File: config.mk
export PLATFORM = sky130hd
export DESIGN_NAME = multiplier_input_conditioner
export DESIGN_NICKNAME = d
export VERILOG_FILES = /design/src/rtl/multiplier_input_conditioner.sv
export SDC_FILE = /design/constraint.sdc
export NUM_CORES = 1
export LEC_CHECK = 0
export ABC_AREA = 1
export CAP_MARGIN = 10
export CORE_MARGIN = 5
export CORE_UTILIZATION = 40
export DETAILED_ROUTE_END_ITERATION = 12
export SLEW_MARGIN = 20
export SYNTH_ARGS = -nofsm -noshare
export SYNTH_HDL_FRONTEND = slang
export SYNTH_SLANG_ARGS = --single-unit
File: constraint.sdc
create_clock -name Clk -period 2.2 [get_ports Clk]
set_input_delay 0.44 -clock Clk [delete_from_list [all_inputs] [get_ports Clk]]
set_output_delay 0.44 -clock Clk [all_outputs]
set_load 0.02 [all_outputs]
File: src/rtl/multiplier_input_conditioner.sv
// Input conditioning in front of the shift-add multiplier: synchronizes and debounces
// the two KEY buttons into single-cycle pulses and the slide switches into a stable operand.
module multiplier_input_conditioner #(
  parameter int unsigned SYNC_STAGES     = 2,
  parameter int unsigned DEBOUNCE_CYCLES = 50000
) (
  input  logic       Clk,
  input  logic       Reset_n,
  input  logic       Run_key_n,
  input  logic       Clear_key_n,
  input  logic [7:0] SW_raw,
  output logic       Run,
  output logic       Reset_Load_Clear,
  output logic [7:0] SW,
  output logic       SW_changed
);

  localparam int unsigned CNT_W = $clog2(DEBOUNCE_CYCLES + 1);
  localparam logic [CNT_W-1:0] DEB_C = CNT_W'(DEBOUNCE_CYCLES);

  typedef enum logic [1:0] {IDLE, PRESS_WAIT, PRESSED, RELEASE_WAIT} btn_state_t;

  logic [1:0] key_raw;   // bit 0 = Run, bit 1 = Clear
  logic [1:0] fire;
  logic [1:0] held;
  logic       run_nxt;
  logic       clr_nxt;

  assign key_raw = {Clear_key_n, Run_key_n};

  for (genvar b = 0; b < 2; b++) begin : g_btn
    logic [SYNC_STAGES-1:0] sync;
    logic                   sample;
    btn_state_t             state, state_nxt;
    logic [CNT_W-1:0]       cnt, cnt_nxt;
    logic                   fire_q, fire_nxt;

    always_ff @(posedge Clk or negedge Reset_n) begin
      if (!Reset_n) begin
        sync   <= '1;
        state  <= IDLE;
        cnt    <= '0;
        fire_q <= 1'b0;
      end else begin
        sync   <= {sync[SYNC_STAGES-2:0], key_raw[b]};
        state  <= state_nxt;
        cnt    <= cnt_nxt;
        fire_q <= fire_nxt;
      end
    end

    assign sample = ~sync[SYNC_STAGES-1];

    always_comb begin
      state_nxt = state;
      cnt_nxt   = cnt;
      fire_nxt  = 1'b0;
      unique case (state)
        IDLE: begin
          if (sample) begin
            state_nxt = PRESS_WAIT;
            cnt_nxt   = CNT_W'(1);
          end
        end
        PRESS_WAIT: begin
          if (!sample) begin
            state_nxt = IDLE;
            cnt_nxt   = '0;
          end else if (cnt == DEB_C) begin
            state_nxt = PRESSED;
            cnt_nxt   = '0;
            fire_nxt  = 1'b1;
          end else begin
            cnt_nxt = cnt + 1'b1;
          end
        end
        PRESSED: begin
          if (!sample) begin
            state_nxt = RELEASE_WAIT;
            cnt_nxt   = CNT_W'(1);
          end
        end
        RELEASE_WAIT: begin
          if (sample) begin
            state_nxt = PRESSED;
            cnt_nxt   = '0;
          end else if (cnt == DEB_C) begin
            state_nxt = IDLE;
            cnt_nxt   = '0;
          end else begin
            cnt_nxt = cnt + 1'b1;
          end
        end
        default: begin
          state_nxt = IDLE;
          cnt_nxt   = '0;
        end
      endcase
    end

    assign fire[b] = fire_q;
    assign held[b] = (state == PRESSED);
  end

  // Fire is registered inside each FSM, then arbitrated here: Clear wins, and a Run
  // fire while Clear is held is discarded rather than queued.
  assign clr_nxt = fire[1];
  assign run_nxt = fire[0] & ~held[1];

  always_ff @(posedge Clk or negedge Reset_n) begin
    if (!Reset_n) begin
      Run              <= 1'b0;
      Reset_Load_Clear <= 1'b0;
    end else begin
      Run              <= run_nxt;
      Reset_Load_Clear <= clr_nxt;
    end
  end

  logic [7:0]       sw_sync [SYNC_STAGES];
  logic [7:0]       sw_sample;
  logic [7:0]       cand, cand_nxt;
  logic [CNT_W-1:0] sw_cnt, sw_cnt_nxt, sw_cnt_inc;
  logic [7:0]       sw_nxt;
  logic             sw_chg_nxt;

  always_ff @(posedge Clk or negedge Reset_n) begin
    if (!Reset_n) begin
      for (int unsigned i = 0; i < SYNC_STAGES; i++) sw_sync[i] <= '0;
      cand       <= '0;
      sw_cnt     <= '0;
      SW         <= '0;
      SW_changed <= 1'b0;
    end else begin
      sw_sync[0] <= SW_raw;
      for (int unsigned i = 1; i < SYNC_STAGES; i++) sw_sync[i] <= sw_sync[i-1];
      cand       <= cand_nxt;
      sw_cnt     <= sw_cnt_nxt;
      SW         <= sw_nxt;
      SW_changed <= sw_chg_nxt;
    end
  end

  assign sw_sample = sw_sync[SYNC_STAGES-1];

  // A qualified update colliding with an outgoing pulse holds the counter saturated,
  // so it lands on the following cycle while the sample still matches.
  always_comb begin
    cand_nxt   = cand;
    sw_cnt_nxt = sw_cnt;
    sw_nxt     = SW;
    sw_chg_nxt = 1'b0;
    sw_cnt_inc = (sw_cnt == DEB_C) ? DEB_C : sw_cnt + 1'b1;
    if (sw_sample != cand) begin
      cand_nxt   = sw_sample;
      sw_cnt_nxt = '0;
    end else if (cand != SW) begin
      if (sw_cnt_inc == DEB_C && !(run_nxt || clr_nxt)) begin
        sw_nxt     = cand;
        sw_chg_nxt = 1'b1;
        sw_cnt_nxt = '0;
      end else begin
        sw_cnt_nxt = sw_cnt_inc;
      end
    end else begin
      sw_cnt_nxt = '0;
    end
  end

endmodule

# == Word level (Yosys, flattened, before mapping) ==
# Index checks and enable logic that the tools add are counted.
# classes
addsub,3
n_eq_ne,20
n_mux,39
n_bitwise,3
n_reduce_logical,10
# op_table
operator,n
$mux 16,14
$pmux 16 s4,2
$eq 16x16->1 const B,4
$add 16x1->16 const B,3
$mux 2,12
$ne 8x8->1,2
$pmux 2 s4,2
$ne 3x3->1 const B,4
$mux 1,9
$eq 2x2->1 const B,4
$reduce_and 4->1,2
$eq 2x1->1 const B,2
$logic_not 2->1,2
$ne 2x1->1 const B,2
$ne 2x2->1 const B,2
$reduce_and 2->1,2
$reduce_and 3->1,1
$not 1->1,2
$and 1x1->1,1
$logic_and 1x1->1,1
$logic_not 1->1,1
$logic_or 1x1->1,1
# word_totals
reg_bits,93
input_bits,12
output_inout_bits,11
elab_cells,91

# == Logic depth before layout (Yosys ltp) ==
# Gate-level depths: netlist of the first run.
# logic_depth
depth_word,9
depth_mapped,14
ltp_nobuf,13

# == Worst setup path after synthesis of the first run ==
# OpenSTA, ideal clock, no wires.
# synth_path
kind,register to register
from,reg sw_cnt[0]
to,reg sw_cnt[5]
setup_ns,0.123
arrival_time_ns,1.805
required_time_ns,2.077
slack_ns,0.272
stages_incl_launch_ff,13
n_path_buf,1
synth_period_minus_slack_ns,1.928
cell_sequence,dfrtp_1 > ha_1 > nand3_2 > clkinv_1 > nand2_1 > nor2_1 > xnor2_1 > nand3_1 > nor2_4 > nand2_2 > nand2_4 > buf_6 > nor2_1
# synth_via
elab_chain_len,7
elab_cells_between_ends,8
cone_classes,add/sub (1); eq/ne (2); mux (4); reduce/logical (1)
# synth_rtl
element,line,text
"start, declared",123,"logic [CNT_W-1:0] sw_cnt, sw_cnt_nxt, sw_cnt_inc;"
"start signal, assigned",138,sw_cnt <= sw_cnt_nxt;
$add 16x1->16 or $eq 16x16->1 (tied branches),153,sw_cnt_inc = (sw_cnt == DEB_C) ? DEB_C : sw_cnt + 1'b1;
$mux 16 *,153,
$eq 16x16->1,158,if (sw_cnt_inc == DEB_C && !(run_nxt || clr_nxt)) begin
$logic_and 1x1->1,158,
$mux 16 *,158,
$mux 16 *,157,end else if (cand != SW) begin
$mux 16 *,154,if (sw_sample != cand) begin
net sw_cnt_nxt[5],123,
# The timed path passes the listed nets; every way through them passes the cells marked *.
# A chain may end at the register's enable or synchronous reset.

# == Worst setup path in the final report of the first run ==
# layout_path
from,reg sw_cnt[1]
to,reg sw_cnt[3]
# The elaborated chain is that of the path after synthesis.

==> flow_metrics.env, run 1 <==
export IMPL_drc_errors=0
export IMPL_synth_edff_count=0
export IMPL_clock_skew_ns=0.00975
export IMPL_power_frac_seq_pct=52.3
export IMPL_synthAdderAreaFrac_pct=1.72
export IMPL_synth_ff_type="dfrtp_1"
export IMPL_cts_root_buffer="clkbuf_8"
export IMPL_io_pins=23
export IMPL_detail_route_wl_per_cell_um=12.0
export IMPL_syn_avg_cell_area_um2=8.61
export IMPL_cts_num_sinks=93
export IMPL_hp_class="register to register"
export IMPL_vias_per_cell=4.89
export IMPL_synth_area_leaders="dfrtp_1 51%, nand2_1 8.5%, nor2_1 5.8%, inv_1 5.4%, nand3_1 3.3%"
export IMPL_synth_top_family_by_area="simple AND/OR/NAND/NOR gates"
export IMPL_synthSimpleGateAreaFrac_pct=26.1
export IMPL_p_clk_share_pct=30.2
export IMPL_setup_viol=0
export IMPL_final_core_util_pct=46.4
export IMPL_hold_slack_ns=0.355
export IMPL_syn_inst=507
export IMPL_power_leakage_nw=2.18
export IMPL_met2_usage_pct=21.4
export IMPL_combPwrFrac_pct=17.5
export IMPL_regToRegSetupSlack_ns=0.20
export IMPL_worstPathRequired_ns=2.46
export IMPL_port_buffers=22
export IMPL_synth_compound_area_share_pct=6.36
export IMPL_yosysMostFrequentCell="nand2_1"
export IMPL_syn_area_mm2=0.00437
export IMPL_internal_power_mw=2.48
export IMPL_dr_total_vias=3350
export IMPL_hpwlAfterDp_mm=6.07
export IMPL_finalNetCount=558
export IMPL_busiest_layer="met2"
export IMPL_setup_tns_ns=0
export IMPL_startpoint_type="register"
export IMPL_async_flop_share_pct=100
export IMPL_drtAntennaViolNets=0
export IMPL_yosys_warnings=0
export IMPL_start_util_pct=40.5
export IMPL_diodes=0
export IMPL_peakVddDrop_mv=0.276
export IMPL_yosys_area_top_type="dfrtp_1"
export IMPL_area_growth_pct=14.7
export IMPL_synthMuxAreaShare_pct=0
export IMPL_netlist_top_cells_count="99 x nand2_1, 89 x dfrtp_1, 68 x nor2_1"
export IMPL_cts_made_buffers=9
export IMPL_use_met1_pct=18.3
export IMPL_die_w_um=114
export IMPL_switchingPower_mw=1.18
export IMPL_min_period_over_period_pct=90.8
export IMPL_htree_levels=3
export IMPL_arrival_ns=2.25
export IMPL_fmaxAchievable_mhz=501
export IMPL_outcome="completed"
export IMPL_endpoint_kind="register"
export IMPL_clk_pin_slew_ns=0.10
export IMPL_yosysUniqueCellTypes=31
export IMPL_rsz0062_at_grt="no"
export IMPL_grt_pass1_wl_mm=14.4
export IMPL_routed_wl_mm=8.25
export IMPL_cts_tree="built"
export IMPL_switching_share_pct=32.2
export IMPL_synth_top_area_share_pct=51.0
export IMPL_synth_xor_area_share_pct=5.82
export IMPL_met3_usage_pct=2.85
export IMPL_fillers=1046
export IMPL_seq_area_frac_synth_pct=53.4
export IMPL_layout_drive_gt1_share_pct=8.26
export IMPL_slew_violations=0
export IMPL_synthesis_nets=525
export IMPL_final_min_clock_period_ns=2.00
export IMPL_grt_max_degree=55
export IMPL_antenna_found_initial=0
export IMPL_rows=38
export IMPL_hold_violations=0
export IMPL_grt_use_total_pct=13.6
export IMPL_drt_first_iter_violations=218
export IMPL_die_height_um=114
export IMPL_clk_path_buf_depth=2
export IMPL_first_global_vias=3247
export IMPL_clk_insertion_delay_late_ns=0.37
export IMPL_placeableCoreArea_mm2=0.0108
export IMPL_worst_slew_pin_slew_ns=0.426
export IMPL_p_per_area_mw_per_mm2=730
export IMPL_cp_max_fo=16
export IMPL_drt_first_pass_iters=4
export IMPL_cap_violations=0
export IMPL_relSlewSlack_pct=71.4
export IMPL_dieArea_mm2=0.0131
export IMPL_grt_overflow=0
export IMPL_worstSetupPathType="register to register"
export IMPL_place_congestion=0.852
export IMPL_ys_ff_latch=93
-- worst max-delay path, stage by stage, from the launching register on --
cell,delay [ns]
dfrtp_1,0.40
ha_1,0.22
nand3_2,0.16
nor2_2,0.18
nand4_1,0.10
nand2_1,0.12
nand2_1,0.06
inv_1,0.05
nand3_1,0.13
nor2_4,0.19
nand2_2,0.11
nand2_8,0.13
nor2_1,0.05
-- worst paths after layout --
check / from / endpoint / cells past startpoint
min: sw_sync[15] / sw_sample[7] / 0
max: sw_cnt[1] / sw_cnt[3] / 12
max in group asynchronous: Reset_n / sw_cnt[5] / 3
min reg2reg: sw_sync[15] / sw_sample[7] / 0
max reg2reg: sw_cnt[1] / sw_cnt[3] / 12
min in group asynchronous: Reset_n / sw_cnt[11] / 2
-- registers in the layout, summed over array words and instances (netlist names), named ones only --
name              cells
Reset_Load_Clear      1
sw_sync               8
SW_changed            1
sw_sample             8
g_btn.sync            4
g_btn.fire_q          1
SW                    8
cand                  8
sw_cnt               16
g_btn.state           2
Run                   1
clr_nxt               1
g_btn.cnt            32
-- final cells by class --
type                    instances  area [um2]  area share, %
repair buffers                 32         308           6.15
multi-input cells             339        1760           35.2
clock inverters                 7        62.6           1.25
flip-flops and latches         93        2330           46.6
inverters                      65         244           4.87
well taps                     140         175           3.50
clock buffers                   9         124           2.47
-- per-layer routing --
layer  up-vias  part of all wire (%)
met4         0                   2.0
met2        55                    47
li1       1703                     -
met5         -                     0
met1      1580                    48
met3        12                   3.6
-- metrics by stage --
step                      cell area [um2]  instances  setup WS, ns  power [mW]
after CTS                            4980        684         0.146        3.71
final                                5010        685         0.202        3.66
after floorplan                      4370        507         0.272        2.37
after detailed placement             4790        667         0.161        2.59
after global placement               4790        667         0.247        2.57
after global routing                 5010        685        0.0263        3.91
-- power by group through the flow --
stage	combinational (mW)	clock, mW	sequential [mW]
CTS	0.646	1.15	1.91
global route	0.747	1.23	1.93
global placement	0.631	0	1.94
detailed placement	0.640	0	1.95
floorplan	0.440	0	1.93
finish	0.639	1.10	1.91
-- what timing repair did --
| item | in CTS | in global routing |
|---|---|---|
| resized for setup | 0 | 3 |
| setup buffers | 0 | 1 |
| hold buffers | 1 | 0 |
| endpoints found under the hold margin | 12 | 0 |
| setup endpoints to repair | 0 | 24 |
-- cell usage in the layout, fill, tap and decap left out, types with 2 or more instances in the layout --
cell type,count
ha_1,6
inv_6,4
nor2_1,68
dfrtp_1,89
a21oi_1,10
nand3b_1,2
nand3_1,29
or2_2,3
o21ai_0,25
clkdlybuf4s50_1,21
nand4_1,20
xor2_1,13
nor2_2,5
nand2_1,99
a21boi_0,2
buf_4,9
inv_1,63
dfstp_2,4
a31oi_1,3
nand3_2,2
o22ai_1,7
clkbuf_8,9
nor4_1,4
xnor2_1,16
inv_8,2
nor3_1,17
-- kinds of logic after synthesis --
kind of cell,after synthesis
AND/OR/NAND/NOR,254
flip-flops,93
buffers and inverters,75
AO/OA/AOI/OAI,50
XOR/XNOR,29
adder cells (fa/ha/maj),6
Note: power is estimated with default switching activity, not from simulation.
==> run 2: changes to the inputs <==
--- a/config.mk
+++ b/config.mk
@@ -7,7 +7,7 @@
 export LEC_CHECK = 0
 export ABC_AREA = 1
 export CAP_MARGIN = 10
-export CORE_MARGIN = 5
+export CORE_MARGIN = 1
 export CORE_UTILIZATION = 40
 export DETAILED_ROUTE_END_ITERATION = 12
 export SLEW_MARGIN = 20
==> run 2 against run 1 <==
  * Die area down 13%
  * Register-to-register slack about the same
  * Critical path depth down 1
  * Combinational power down 1%
  * Count of clock-buffer cells in the layout unchanged
  * Cell count down 0.88%
==> flow_metrics.env, run 2 (synthesis results as in run 1) <==
export IMPL_clock_skew_ns=0.0103
export IMPL_path_delay_family="simple AND/OR/NAND/NOR gates"
export IMPL_drt_first_pass_iters=4
export IMPL_startpoint_type="register"
export IMPL_drtAntennaViolNets=0
export IMPL_slowest_stage="dfrtp_1"
export IMPL_power_frac_seq_pct=48.5
export IMPL_hold_violations=0
export IMPL_io_pins=23
export IMPL_antenna_found_initial=0
export IMPL_first_global_vias=3311
export IMPL_worstSetupPathType="register to register"
export IMPL_combPwrFrac_pct=16.0
export IMPL_power_leakage_nw=2.19
export IMPL_cts_root_buffer="clkbuf_8"
export IMPL_placeableCoreArea_mm2=0.0105
export IMPL_cap_violations=0
export IMPL_layout_common_cells="99 x nand2_1, 89 x dfrtp_1, 68 x nor2_1, 63 x inv_1, 29 x nand3_1"
export IMPL_crit_chain="ha_1, nand3_2, clkinv_1, nand2_1, nor2_1, xnor2_1, nand3_1, nor2_4, nand2_2, nand2_4, nor2_1"
export IMPL_cts_made_buffers=9
export IMPL_cts_tree="built"
export IMPL_area_growth_pct=15.4
export IMPL_clk_insertion_delay_late_ns=0.36
export IMPL_hpwlAfterDp_mm=5.75
export IMPL_dr_total_vias=3302
export IMPL_relSlewSlack_pct=66.9
export IMPL_grt_overflow=0
export IMPL_port_buffers=22
export IMPL_cp_max_fo=16
export IMPL_final_common_cell="nand2_1"
export IMPL_cts_hold_fix_buffers=0
export IMPL_htree_levels=3
export IMPL_setup_tns_ns=0
export IMPL_min_period_over_period_pct=91.4
export IMPL_largestRegisters="g_btn.cnt: 32 flops, sw_cnt: 16 flops"
export IMPL_die_w_um=106
export IMPL_start_util_pct=41.7
export IMPL_p_per_area_mw_per_mm2=783
export IMPL_grt_max_degree=94
export IMPL_drc_errors=0
export IMPL_layout_drive_gt1_share_pct=7.92
export IMPL_fmaxAchievable_mhz=497
export IMPL_max_flop_register="g_btn.cnt"
export IMPL_fillers=1014
export IMPL_outcome="completed"
export IMPL_switching_share_pct=28.9
export IMPL_setup_viol=0
export IMPL_final_min_clock_period_ns=2.01
export IMPL_switchingPower_mw=1.14
export IMPL_place_congestion=0.851
export IMPL_regArea_mm2=0.00233
export IMPL_rows=37
export IMPL_finalNetCount=556
export IMPL_cts_num_sinks=93
export IMPL_detail_route_wl_per_cell_um=11.9
export IMPL_arrival_ns=2.26
export IMPL_largest_reg_flops=32
export IMPL_grt_use_total_pct=16.4
export IMPL_dieArea_mm2=0.0113
export IMPL_drt_first_iter_violations=212
export IMPL_worstPathRequired_ns=2.44
export IMPL_slew_violations=0
export IMPL_diodes=0
export IMPL_rsz0062_at_grt="no"
export IMPL_path_common_cell="nor2_1"
export IMPL_internal_power_mw=2.81
export IMPL_p_clk_share_pct=35.5
export IMPL_peakVddDrop_mv=0.416
export IMPL_hp_class="input port to async pin"
export IMPL_endpoint_kind="register"
export IMPL_multi_input_area_mm2=0.00175
export IMPL_cp_num_buf_inv=1
export IMPL_clk_pin_slew_ns=0.09
export IMPL_final_core_util_pct=48.2
export IMPL_clk_path_buf_depth=2
export IMPL_die_height_um=106
export IMPL_vias_per_cell=4.86
export IMPL_routed_wl_mm=8.08
export IMPL_grt_pass1_wl_mm=14.9
export IMPL_worst_slew_pin_slew_ns=0.497
export IMPL_slowest_delay_ns=0.41
## run 2: changes by cell type in the layout (fill, tap and decap cells not counted)
cell           before  now
buf_4               9    8
bufinv_16           0    3
clkinv_1            1    2
clkinv_2            1    0
dlygate4sd3_1       1    0
inv_2               1    0
inv_8               2    0
nand2_4             0    1
nand2_8             1    0
## run 2: area by class of cell
cell class | count | share of cell area, %
inverter | 65 | 4.84
sequential | 93 | 46.3
timing repair buffer | 30 | 5.76
clock inverter | 7 | 2.48
tap | 136 | 3.38
multi-input combinational | 339 | 34.8
clock buffer | 9 | 2.46
## run 2: worst paths after layout
path	start	to	slack [ns]	depth (start not counted)
worst min-delay path	Reset_n	sw_cnt[11]	0.09	2
worst max-delay path	sw_cnt[0]	sw_cnt[8]	0.19	11
max in group asynchronous	Reset_n	g_btn[1].sync[1]	1.71	2
min in group Clk	sw_sync[11]	sw_sample[3]	0.35	0
worst max register to register	sw_cnt[0]	sw_cnt[8]	0.19	11
worst min register to register	sw_sync[11]	sw_sample[3]	0.35	0
## run 2: power by group through the flow
stage	clock (mW)	sequential [mW]	combinational (mW)
global placement	0	1.94	0.625
finish	1.40	1.92	0.631
global route	1.51	1.94	0.732
detailed placement	0	1.95	0.636
floorplan	0	1.93	0.440
CTS	1.44	1.92	0.639
## run 2: metal layers
layer | GRT usage, % | vias to the layer above | share of wire [%]
li1 | - | 1694 | -
met4 | 6.46 | 0 | 1.8
met2 | 25.8 | 63 | 45
met3 | 3.49 | 13 | 3.8
met1 | 22.2 | 1532 | 49
met5 | 0 | - | 0
## run 2: per-stage QoR
step           cells  power [mW]  area (um2)  hold WS (ns)  worst slack, ns
2_1_floorplan    507        2.37        4370         0.144            0.272
3_3_place_gp     662        2.57        4770         0.333            0.308
3_5_place_dp     662        2.58        4770         0.335            0.203
4_1_cts          678        4.00        5020         0.128            0.181
5_1_grt          679        4.18        5040         0.152          0.00917
6_report         679        3.95        5040        0.0867            0.189
## run 2: what timing repair did
| item | 4_1_cts | 5_1_grt |
|---|---|---|
| gates resized for setup | 0 | 1 |
| setup endpoints to repair | 0 | 12 |
| buffers inserted | 0 | 1 |
==> run 3: changes to the inputs <==
--- a/config.mk
+++ b/config.mk
@@ -10,7 +10,6 @@
 export CORE_MARGIN = 1
 export CORE_UTILIZATION = 40
 export DETAILED_ROUTE_END_ITERATION = 12
-export SLEW_MARGIN = 20
 export SYNTH_ARGS = -nofsm -noshare
 export SYNTH_HDL_FRONTEND = slang
 export SYNTH_SLANG_ARGS = --single-unit
==> results of run 3 <==
Final layout, timing and power as in run 2 (identical DEF).
